## config.mk

```make
export PLATFORM = sky130hd
export DESIGN_NAME = logic_gate_ref
export DESIGN_NICKNAME = d
export VERILOG_FILES = /design/src/rtl/logic_gate_pkg.sv /design/src/rtl/logic_gate_ref.sv
export SDC_FILE = /design/constraint.sdc
export NUM_CORES = 1
export LEC_CHECK = 0
export ABC_AREA = 1
export BUFFER_PORTS_ARGS = -buffer_cell sky130_fd_sc_hd__buf_2
export CORE_AREA = 2 2 39 41
export DETAILED_ROUTE_END_ITERATION = 12
export DIE_AREA = 0 0 41 43
export PLACE_DENSITY = 0.59
export SYNTH_ARGS = -nofsm -noshare
export SYNTH_HDL_FRONTEND = slang
export SYNTH_SLANG_ARGS = --single-unit
```

## constraint.sdc

```tcl
create_clock -name vclk -period 0.8
set_input_delay 0.16 -clock vclk [all_inputs]
set_output_delay 0.16 -clock vclk [all_outputs]
set_load 0.005 [all_outputs]
```

## src/rtl/logic_gate_pkg.sv

```systemverilog
// logic_gate_pkg: shared FSM state type, sweep size and fail_mask bit positions for the gate checker.
package logic_gate_pkg;
   typedef enum logic [1:0] {IDLE, APPLY, CHECK, DONE} state_t;
   localparam int NUM_VECTORS = 256;
   localparam int GATE_W = 4;
   localparam int NUM_GATES = 7;
   localparam int AND_BIT = 0;
   localparam int OR_BIT = 1;
   localparam int NOT_A_BIT = 2;
   localparam int NAND_BIT = 3;
   localparam int NOR_BIT = 4;
   localparam int XOR_BIT = 5;
   localparam int XNOR_BIT = 6;
endpackage

```

## src/rtl/logic_gate_ref.sv

```systemverilog
// logic_gate_ref: combinational golden model with the same ports as the logic_gate under test.
module logic_gate_ref
   import logic_gate_pkg::*;
(
   input  logic [GATE_W-1:0] a,
   input  logic [GATE_W-1:0] b,
   output logic [GATE_W-1:0] y_and,
   output logic [GATE_W-1:0] y_or,
   output logic [GATE_W-1:0] y_not_a,
   output logic [GATE_W-1:0] y_nand,
   output logic [GATE_W-1:0] y_nor,
   output logic [GATE_W-1:0] y_xor,
   output logic [GATE_W-1:0] y_xnor
);
   assign y_and   = a & b;
   assign y_or    = a | b;
   assign y_not_a = ~a;
   assign y_nand  = ~(a & b);
   assign y_nor   = ~(a | b);
   assign y_xor   = a ^ b;
   assign y_xnor  = ~(a ^ b);
endmodule

```

==> metrics.txt, run 1 <==
# TYPE chip_impl_metric gauge
chip_impl_info{name="run_status",value="finished with violations"} 1
chip_impl_info{name="failing_checks",value="setup timing"} 1
chip_impl_metric{name="grt_first_pass_wirelength",unit="microns"} 1455
chip_impl_metric{name="met3_usage",unit=""} 0
chip_impl_metric{name="grt_pass1_vias",unit=""} 374
chip_impl_info{name="grt_setup_unrepaired",value="true"} 1
chip_impl_metric{name="die_y",unit="microns"} 43
chip_impl_metric{name="syn_nets",unit=""} 60
chip_impl_metric{name="totalNegativeSetupSlack",unit="ns"} -0.2088
chip_impl_metric{name="ir_drop",unit="V"} 0.0002959
chip_impl_metric{name="cellPowerDensity",unit="mW/mm^2"} 487.2
chip_impl_metric{name="antenna_cells_inserted",unit=""} 0
chip_impl_info{name="crit_type",value="input pin to output port"} 1
chip_impl_info{name="critical-path-top-delay-family",value="buffers and inverters"} 1
chip_impl_metric{name="seq_cell_count",unit=""} 0
chip_impl_metric{name="drive_above_1_share",unit=""} 0.9277
chip_impl_metric{name="clockPowerShare",unit=""} 0
chip_impl_metric{name="final_core_utilization",unit=""} 0.6799
chip_impl_metric{name="place.port_buffers",unit=""} 36
chip_impl_metric{name="final_critical_path_setup_slack",unit="ns"} -0.02985
chip_impl_metric{name="design.portCount",unit=""} 36
chip_impl_metric{name="sw_frac_of_total",unit=""} 0.4044
chip_impl_metric{name="max-cap-violations",unit=""} 0
chip_impl_metric{name="clock_buffer_count",unit=""} 0
chip_impl_metric{name="gp_congestion",unit=""} 0.6043
chip_impl_info{name="cp-end-kind",value="output port"} 1
chip_impl_metric{name="slew-limit-headroom",unit=""} 0.9626
chip_impl_metric{name="groute.usage.overall",unit=""} 0.1159
chip_impl_metric{name="syn-mean-instance-area",unit="sq um"} 7.646
chip_impl_info{name="netlist.top_cell.by_area",value="sky130_fd_sc_hd__ha_1"} 1
chip_impl_info{name="synth.top_cells.by_area",value="sky130_fd_sc_hd__ha_1 73%, sky130_fd_sc_hd__inv_1 27%"} 1
chip_impl_metric{name="post-route-min-period",unit="ns"} 0.8299
chip_impl_metric{name="power.internal",unit="mW"} 0.2730
chip_impl_metric{name="syn_inst",unit=""} 36
chip_impl_metric{name="drt_first_pass_iters",unit=""} 3
chip_impl_metric{name="parity_gate_share_of_the_synthesized_area_counting_xor_and_xnor_cells",unit=""} 0
chip_impl_metric{name="syn2layout_area_growth",unit="%"} 241.8
chip_impl_metric{name="vias",unit=""} 389
chip_impl_metric{name="comb_power_share",unit=""} 1.000
chip_impl_metric{name="routed_via_density",unit=""} 3.929
chip_impl_metric{name="synth_area",unit="sq um"} 275.3
chip_impl_metric{name="crit_arrival",unit="ns"} 0.67
chip_impl_metric{name="finalCritPeriodShare",unit=""} 1.037
chip_impl_metric{name="footprint_of_the_flip_flops_and_latches",unit="sq um"} 0
chip_impl_info{name="ys_top_cells_by_count",value="20 x sky130_fd_sc_hd__inv_1, 16 x sky130_fd_sc_hd__ha_1"} 1
chip_impl_metric{name="rows",unit=""} 14
chip_impl_metric{name="synth_sequential_area_ratio",unit=""} 0
chip_impl_metric{name="worst-path-buf-inv",unit=""} 4
chip_impl_metric{name="synth_largest_type_area_fraction",unit=""} 0.7273
chip_impl_metric{name="yosys.area_share.adder",unit=""} 0.7273
chip_impl_metric{name="worst-slew-pin-transition",unit="ns"} 0.05617
chip_impl_metric{name="total_leakage_power",unit="nW"} 0.4533
chip_impl_metric{name="report.final.hold_viol_count",unit=""} 0
chip_impl_metric{name="met2_capacity_usage_during_global_routing",unit=""} 0.2563
chip_impl_metric{name="die_area",unit="sq mm"} 0.001763
chip_impl_metric{name="overflow",unit=""} 0
chip_impl_info{name="min-delay-path-class",value="input pin to output port"} 1
chip_impl_metric{name="initial_utilization",unit=""} 0.1989
chip_impl_info{name="critPathSlowestCell",value="sky130_fd_sc_hd__ha_4"} 1
chip_impl_metric{name="wire_per_inst",unit="microns"} 11.17
chip_impl_info{name="post-synth-top-count-cell",value="sky130_fd_sc_hd__inv_1"} 1
chip_impl_metric{name="worstPathRequired",unit="ns"} 0.64
chip_impl_metric{name="core_region_area",unit="sq mm"} 0.001384
chip_impl_metric{name="power_switching",unit="mW"} 0.1854
chip_impl_info{name="crit_chain",value="buf_8 > inv_6 > ha_4 > inv_2 > buf_2"} 1
chip_impl_metric{name="drt-initial-drc-count",unit=""} 2
chip_impl_metric{name="synth-compound-area-share",unit=""} 0
chip_impl_metric{name="detail_route.drc_violations",unit=""} 0
chip_impl_metric{name="post-dp-hpwl",unit="microns"} 652.4
chip_impl_metric{name="critPathMaxStageDelay",unit="ns"} 0.25
chip_impl_metric{name="initial_antenna_violation_count",unit=""} 0
chip_impl_metric{name="placed_cells",unit=""} 99
chip_impl_metric{name="final-setup-viol-count",unit=""} 12
chip_impl_metric{name="drt_wl_total",unit="microns"} 1106
chip_impl_metric{name="chipWidth",unit="microns"} 41
chip_impl_metric{name="synthSimpleGateAreaFrac",unit=""} 0
chip_impl_metric{name="synth.area.mux_share",unit=""} 0
chip_impl_metric{name="synth.distinct_cells",unit=""} 2
chip_impl_metric{name="post_cts.repair.setup_buffers",unit=""} 0
chip_impl_metric{name="synth_warnings",unit=""} 0
chip_impl_metric{name="power.share.sequential",unit=""} 0
chip_impl_info{name="main_combinational_cell_family_by_area_after_synthesis",value="adder cells"} 1
chip_impl_info{name="globalRoute.busiestLayer",value="met2"} 1
chip_impl_metric{name="post_drt_antenna_nets",unit=""} 0
chip_impl_metric{name="finalMaxSlewViolations",unit=""} 0
chip_impl_metric{name="grt_max_degree",unit=""} 4
chip_impl_metric{name="worst-path-max-fanout",unit=""} 2
chip_impl_metric{name="global_routing_usage_on_met1",unit=""} 0.1076
chip_impl_metric{name="final_net_count",unit=""} 109
chip_impl_metric{name="cell_count_final_fillers_out",unit=""} 99
chip_impl_info{name="worstSetupStartpointType",value="input pin"} 1
chip_impl_metric{name="fmax",unit="MHz"} 1205
## metal layers
layer | part of all wire | up-vias
li1 | - | 189
met1 | 0.29 | 185
met2 | 0.66 | 15
met3 | 0.043 | 0
met4 | 0 | 0
met5 | 0 | -
## layout make-up
class / count / area [sq um]
inverters: 20 / 100.1
repair buffers: 47 / 445.4
multi-input cells: 16 / 375.4
fillers: 103 / 442.9
well taps: 16 / 20.02
## metrics by stage
stage                     cell area, sq um  hold WS (ns)  setup slack, ns  total power [mW]
after floorplan                      275.3        0.3665          0.04411           0.08408
after global placement               558.0        0.5854          -0.1054            0.2367
after detailed placement             558.0        0.5869          -0.1246            0.2444
after CTS                            899.6        0.5486         -0.02717            0.4189
after global routing                 940.9        0.5543         -0.04114            0.4943
final                                940.9        0.5482         -0.02985            0.4584
## worst min-delay path: stages
cell	delay, ns
sky130_fd_sc_hd__buf_8	0.08
sky130_fd_sc_hd__inv_6	0.03
sky130_fd_sc_hd__buf_2	0.11
## worst paths after layout
check	start	to	slack, ns	cells after the start
worst max-delay path	b[1]	y_xnor[1]	-0.03	5
worst min-delay path	a[3]	y_not_a[3]	0.55	3
## layout by cell type, fill, tap and decap left out
master                  synthesis  routed
sky130_fd_sc_hd__ha_4           0      14
sky130_fd_sc_hd__buf_6          0      20
sky130_fd_sc_hd__inv_4          0       6
sky130_fd_sc_hd__buf_2          0      17
sky130_fd_sc_hd__inv_2          0       8
sky130_fd_sc_hd__buf_4          0       2
sky130_fd_sc_hd__ha_1          16       2
sky130_fd_sc_hd__buf_8          0       8
sky130_fd_sc_hd__inv_6          0       2
sky130_fd_sc_hd__inv_1         20       4
## power by group through the flow
stage / clock network, mW / registers, mW / logic (mW)
2_1_floorplan: 0 / 0 / 0.0841
3_3_place_gp: 0 / 0 / 0.237
3_5_place_dp: 0 / 0 / 0.244
4_1_cts: 0 / 0 / 0.419
5_1_grt: 0 / 0 / 0.494
6_report: 0 / 0 / 0.458
## kinds of logic after synthesis
| family | Yosys count |
|---|---|
| adder cells (fa/ha/maj) | 16 |
| buffers and inverters | 20 |
## what timing repair did
item	in CTS	in global routing
gates cloned	0	0
endpoints found under the setup margin	20	18
hold buffers	0	0
resized for setup	79	7
pin swaps	5	4
Power figures use the tool's default switching activity.
==> run 2: changes to the inputs <==
--- a/config.mk
+++ b/config.mk
@@ -12,4 +12,5 @@
 export DIE_AREA = 0 0 41 43
 export PLACE_DENSITY = 0.59
+export SETUP_SLACK_MARGIN = 0.02
 export SYNTH_ARGS = -nofsm -noshare
 export SYNTH_HDL_FRONTEND = slang
==> constraint.sdc (replaced) <==
create_clock -name vclk -period 0.8
set_input_delay 0.16 -clock vclk [all_inputs]
set_output_delay 0.16 -clock vclk [all_outputs]
set_load 0.02 [all_outputs]
==> metrics.txt, run 2 (synthesized netlist as in run 1, its figures left out) <==
# TYPE chip_impl_metric gauge
chip_impl_metric{name="wire_per_inst",unit="microns"} 10.09
chip_impl_metric{name="groute.usage.overall",unit=""} 0.1209
chip_impl_info{name="most-common-layout-cells",value="32 x sky130_fd_sc_hd__buf_6, 14 x sky130_fd_sc_hd__ha_4, 11 x sky130_fd_sc_hd__inv_2"} 1
chip_impl_metric{name="drive_above_1_share",unit=""} 0.9759
chip_impl_metric{name="worst-path-buf-inv",unit=""} 4
chip_impl_metric{name="clock_buffer_count",unit=""} 0
chip_impl_info{name="run_status",value="finished with violations"} 1
chip_impl_metric{name="worstPathRequired",unit="ns"} 0.64
chip_impl_metric{name="worstSetupPathDepth",unit=""} 5
chip_impl_info{name="min-delay-path-class",value="input pin to output port"} 1
chip_impl_metric{name="vias",unit=""} 371
chip_impl_metric{name="cell_count_final_fillers_out",unit=""} 99
chip_impl_metric{name="seq_cell_count",unit=""} 0
chip_impl_metric{name="crit_arrival",unit="ns"} 0.79
chip_impl_metric{name="gp_congestion",unit=""} 0.5873
chip_impl_metric{name="final_core_utilization",unit=""} 0.7143
chip_impl_info{name="critPathSlowestCell",value="sky130_fd_sc_hd__buf_4"} 1
chip_impl_metric{name="power.share.sequential",unit=""} 0
chip_impl_metric{name="total_leakage_power",unit="nW"} 0.4526
chip_impl_metric{name="report.final.hold_viol_count",unit=""} 0
chip_impl_metric{name="post-dp-hpwl",unit="microns"} 642
chip_impl_metric{name="final.fill_count",unit=""} 101
chip_impl_metric{name="footprint_of_the_flip_flops_and_latches",unit="sq um"} 0
chip_impl_metric{name="holdWs",unit="ns"} 0.6647
chip_impl_metric{name="post_drt_antenna_nets",unit=""} 0
chip_impl_metric{name="cellPowerDensity",unit="mW/mm^2"} 640.2
chip_impl_metric{name="ctsHoldBuffers",unit=""} 0
chip_impl_info{name="critical-path-top-delay-family",value="buffers and inverters"} 1
chip_impl_metric{name="initial_utilization",unit=""} 0.1989
chip_impl_metric{name="place.port_buffers",unit=""} 36
chip_impl_metric{name="initial_antenna_violation_count",unit=""} 0
chip_impl_metric{name="overflow",unit=""} 0
chip_impl_metric{name="grt_first_pass_wirelength",unit="microns"} 1504
chip_impl_metric{name="critPathMaxStageDelay",unit="ns"} 0.15
chip_impl_metric{name="chipWidth",unit="microns"} 41
chip_impl_metric{name="rows",unit=""} 14
chip_impl_metric{name="drt-initial-drc-count",unit=""} 0
chip_impl_info{name="failing_checks",value="setup timing"} 1
chip_impl_info{name="worstSetupStartpointType",value="input pin"} 1
chip_impl_metric{name="design.portCount",unit=""} 36
chip_impl_metric{name="power_switching",unit="mW"} 0.3021
chip_impl_metric{name="postPlaceCellArea",unit="sq um"} 610.6
chip_impl_metric{name="routed_via_density",unit=""} 3.747
chip_impl_metric{name="detail_route.drc_violations",unit=""} 0
chip_impl_metric{name="antenna_cells_inserted",unit=""} 0
chip_impl_info{name="crit_type",value="input pin to output port"} 1
chip_impl_metric{name="final_net_count",unit=""} 109
chip_impl_info{name="layout_commonest_cell",value="sky130_fd_sc_hd__buf_6"} 1
chip_impl_metric{name="syn2layout_area_growth",unit="%"} 259.1
chip_impl_info{name="worst_path_most_repeated_cell",value="sky130_fd_sc_hd__buf_4"} 1
chip_impl_info{name="cp-end-kind",value="output port"} 1
chip_impl_metric{name="finalCritPeriodShare",unit=""} 1.183
chip_impl_metric{name="clockPowerShare",unit=""} 0
chip_impl_metric{name="hold-path-cell-count",unit=""} 3
chip_impl_metric{name="die_y",unit="microns"} 43
chip_impl_metric{name="grt_pass1_vias",unit=""} 364
chip_impl_metric{name="fmax",unit="MHz"} 1056
chip_impl_metric{name="slew-limit-headroom",unit=""} 0.9189
chip_impl_metric{name="post-route-min-period",unit="ns"} 0.9466
chip_impl_metric{name="worst-slew-pin-transition",unit="ns"} 0.1216
chip_impl_metric{name="die_area",unit="sq mm"} 0.001763
chip_impl_metric{name="drt_wl_total",unit="microns"} 999
chip_impl_metric{name="design_area",unit="sq um"} 988.4
chip_impl_metric{name="detailedPlace.worstSlack",unit="ns"} -0.2151
chip_impl_metric{name="grt_max_degree",unit=""} 4
chip_impl_metric{name="finalMaxSlewViolations",unit=""} 0
chip_impl_metric{name="placed_cells",unit=""} 96
chip_impl_metric{name="power.internal",unit="mW"} 0.3307
chip_impl_info{name="grt_setup_unrepaired",value="true"} 1
chip_impl_metric{name="final-setup-viol-count",unit=""} 24
chip_impl_metric{name="comb_power_share",unit=""} 1.000
chip_impl_metric{name="max-cap-violations",unit=""} 0
chip_impl_metric{name="drt_first_pass_iters",unit=""} 1
chip_impl_metric{name="ir_drop",unit="V"} 0.0003307
chip_impl_metric{name="final_critical_path_setup_slack",unit="ns"} -0.1466
chip_impl_metric{name="core_region_area",unit="sq mm"} 0.001384
chip_impl_info{name="crit_chain",value="buf_8 > clkinvlp_4 > buf_4 > ha_4 > buf_4"} 1
chip_impl_metric{name="worst-path-max-fanout",unit=""} 3
chip_impl_metric{name="sw_frac_of_total",unit=""} 0.4774
==> run 2: changes by cell type in the layout (fill, tap and decap cells not counted), sizes merged <==
cell      change
clkinvlp      +4
inv           -4
==> run 2: metal layers <==
metal	part of all wire	track usage	vias up
li1	-	-	188
met1	0.28	0.1076	166
met2	0.65	0.2656	17
met3	0.070	0.01047	0
met4	0	0	0
met5	0	0	-
==> run 2: worst paths after layout <==
| kind | startpoint | end | slack, ns |
|---|---|---|---|
| min | a[2] | y_not_a[2] | 0.66 |
| max | a[3] | y_nor[3] | -0.15 |
==> run 2: area by class of cell <==
cell class | count | area [sq um] | area share
Inverter | 20 | 100.1 | 0.1013
Timing Repair Buffer | 47 | 490.5 | 0.4962
Tap cell | 16 | 20.02 | 0.02025
Multi-Input combinational cell | 16 | 377.9 | 0.3823
==> run 2: power groups by stage <==
stage	Clock, mW	Combinational [mW]	Sequential (mW)
4_1_cts	0	0.601	0
3_5_place_dp	0	0.405	0
2_1_floorplan	0	0.265	0
6_report	0	0.633	0
3_3_place_gp	0	0.397	0
5_1_grt	0	0.676	0
==> run 2: what timing repair did <==
action | 4_1_cts | 5_1_grt
buffers inserted | 0 | 3
pin swaps | 12 | 5
gates resized for setup | 89 | 11
setup endpoints to repair | 24 | 24
cloned | 0 | 0
==> run 2: metrics by stage <==
step           power [mW]  TNS, ns
3_3_place_gp       0.3969   -3.236
4_1_cts            0.6012   -1.553
2_1_floorplan      0.2650  -0.3835
6_report           0.6328   -1.633
5_1_grt            0.6757   -2.104
3_5_place_dp       0.4049   -3.475
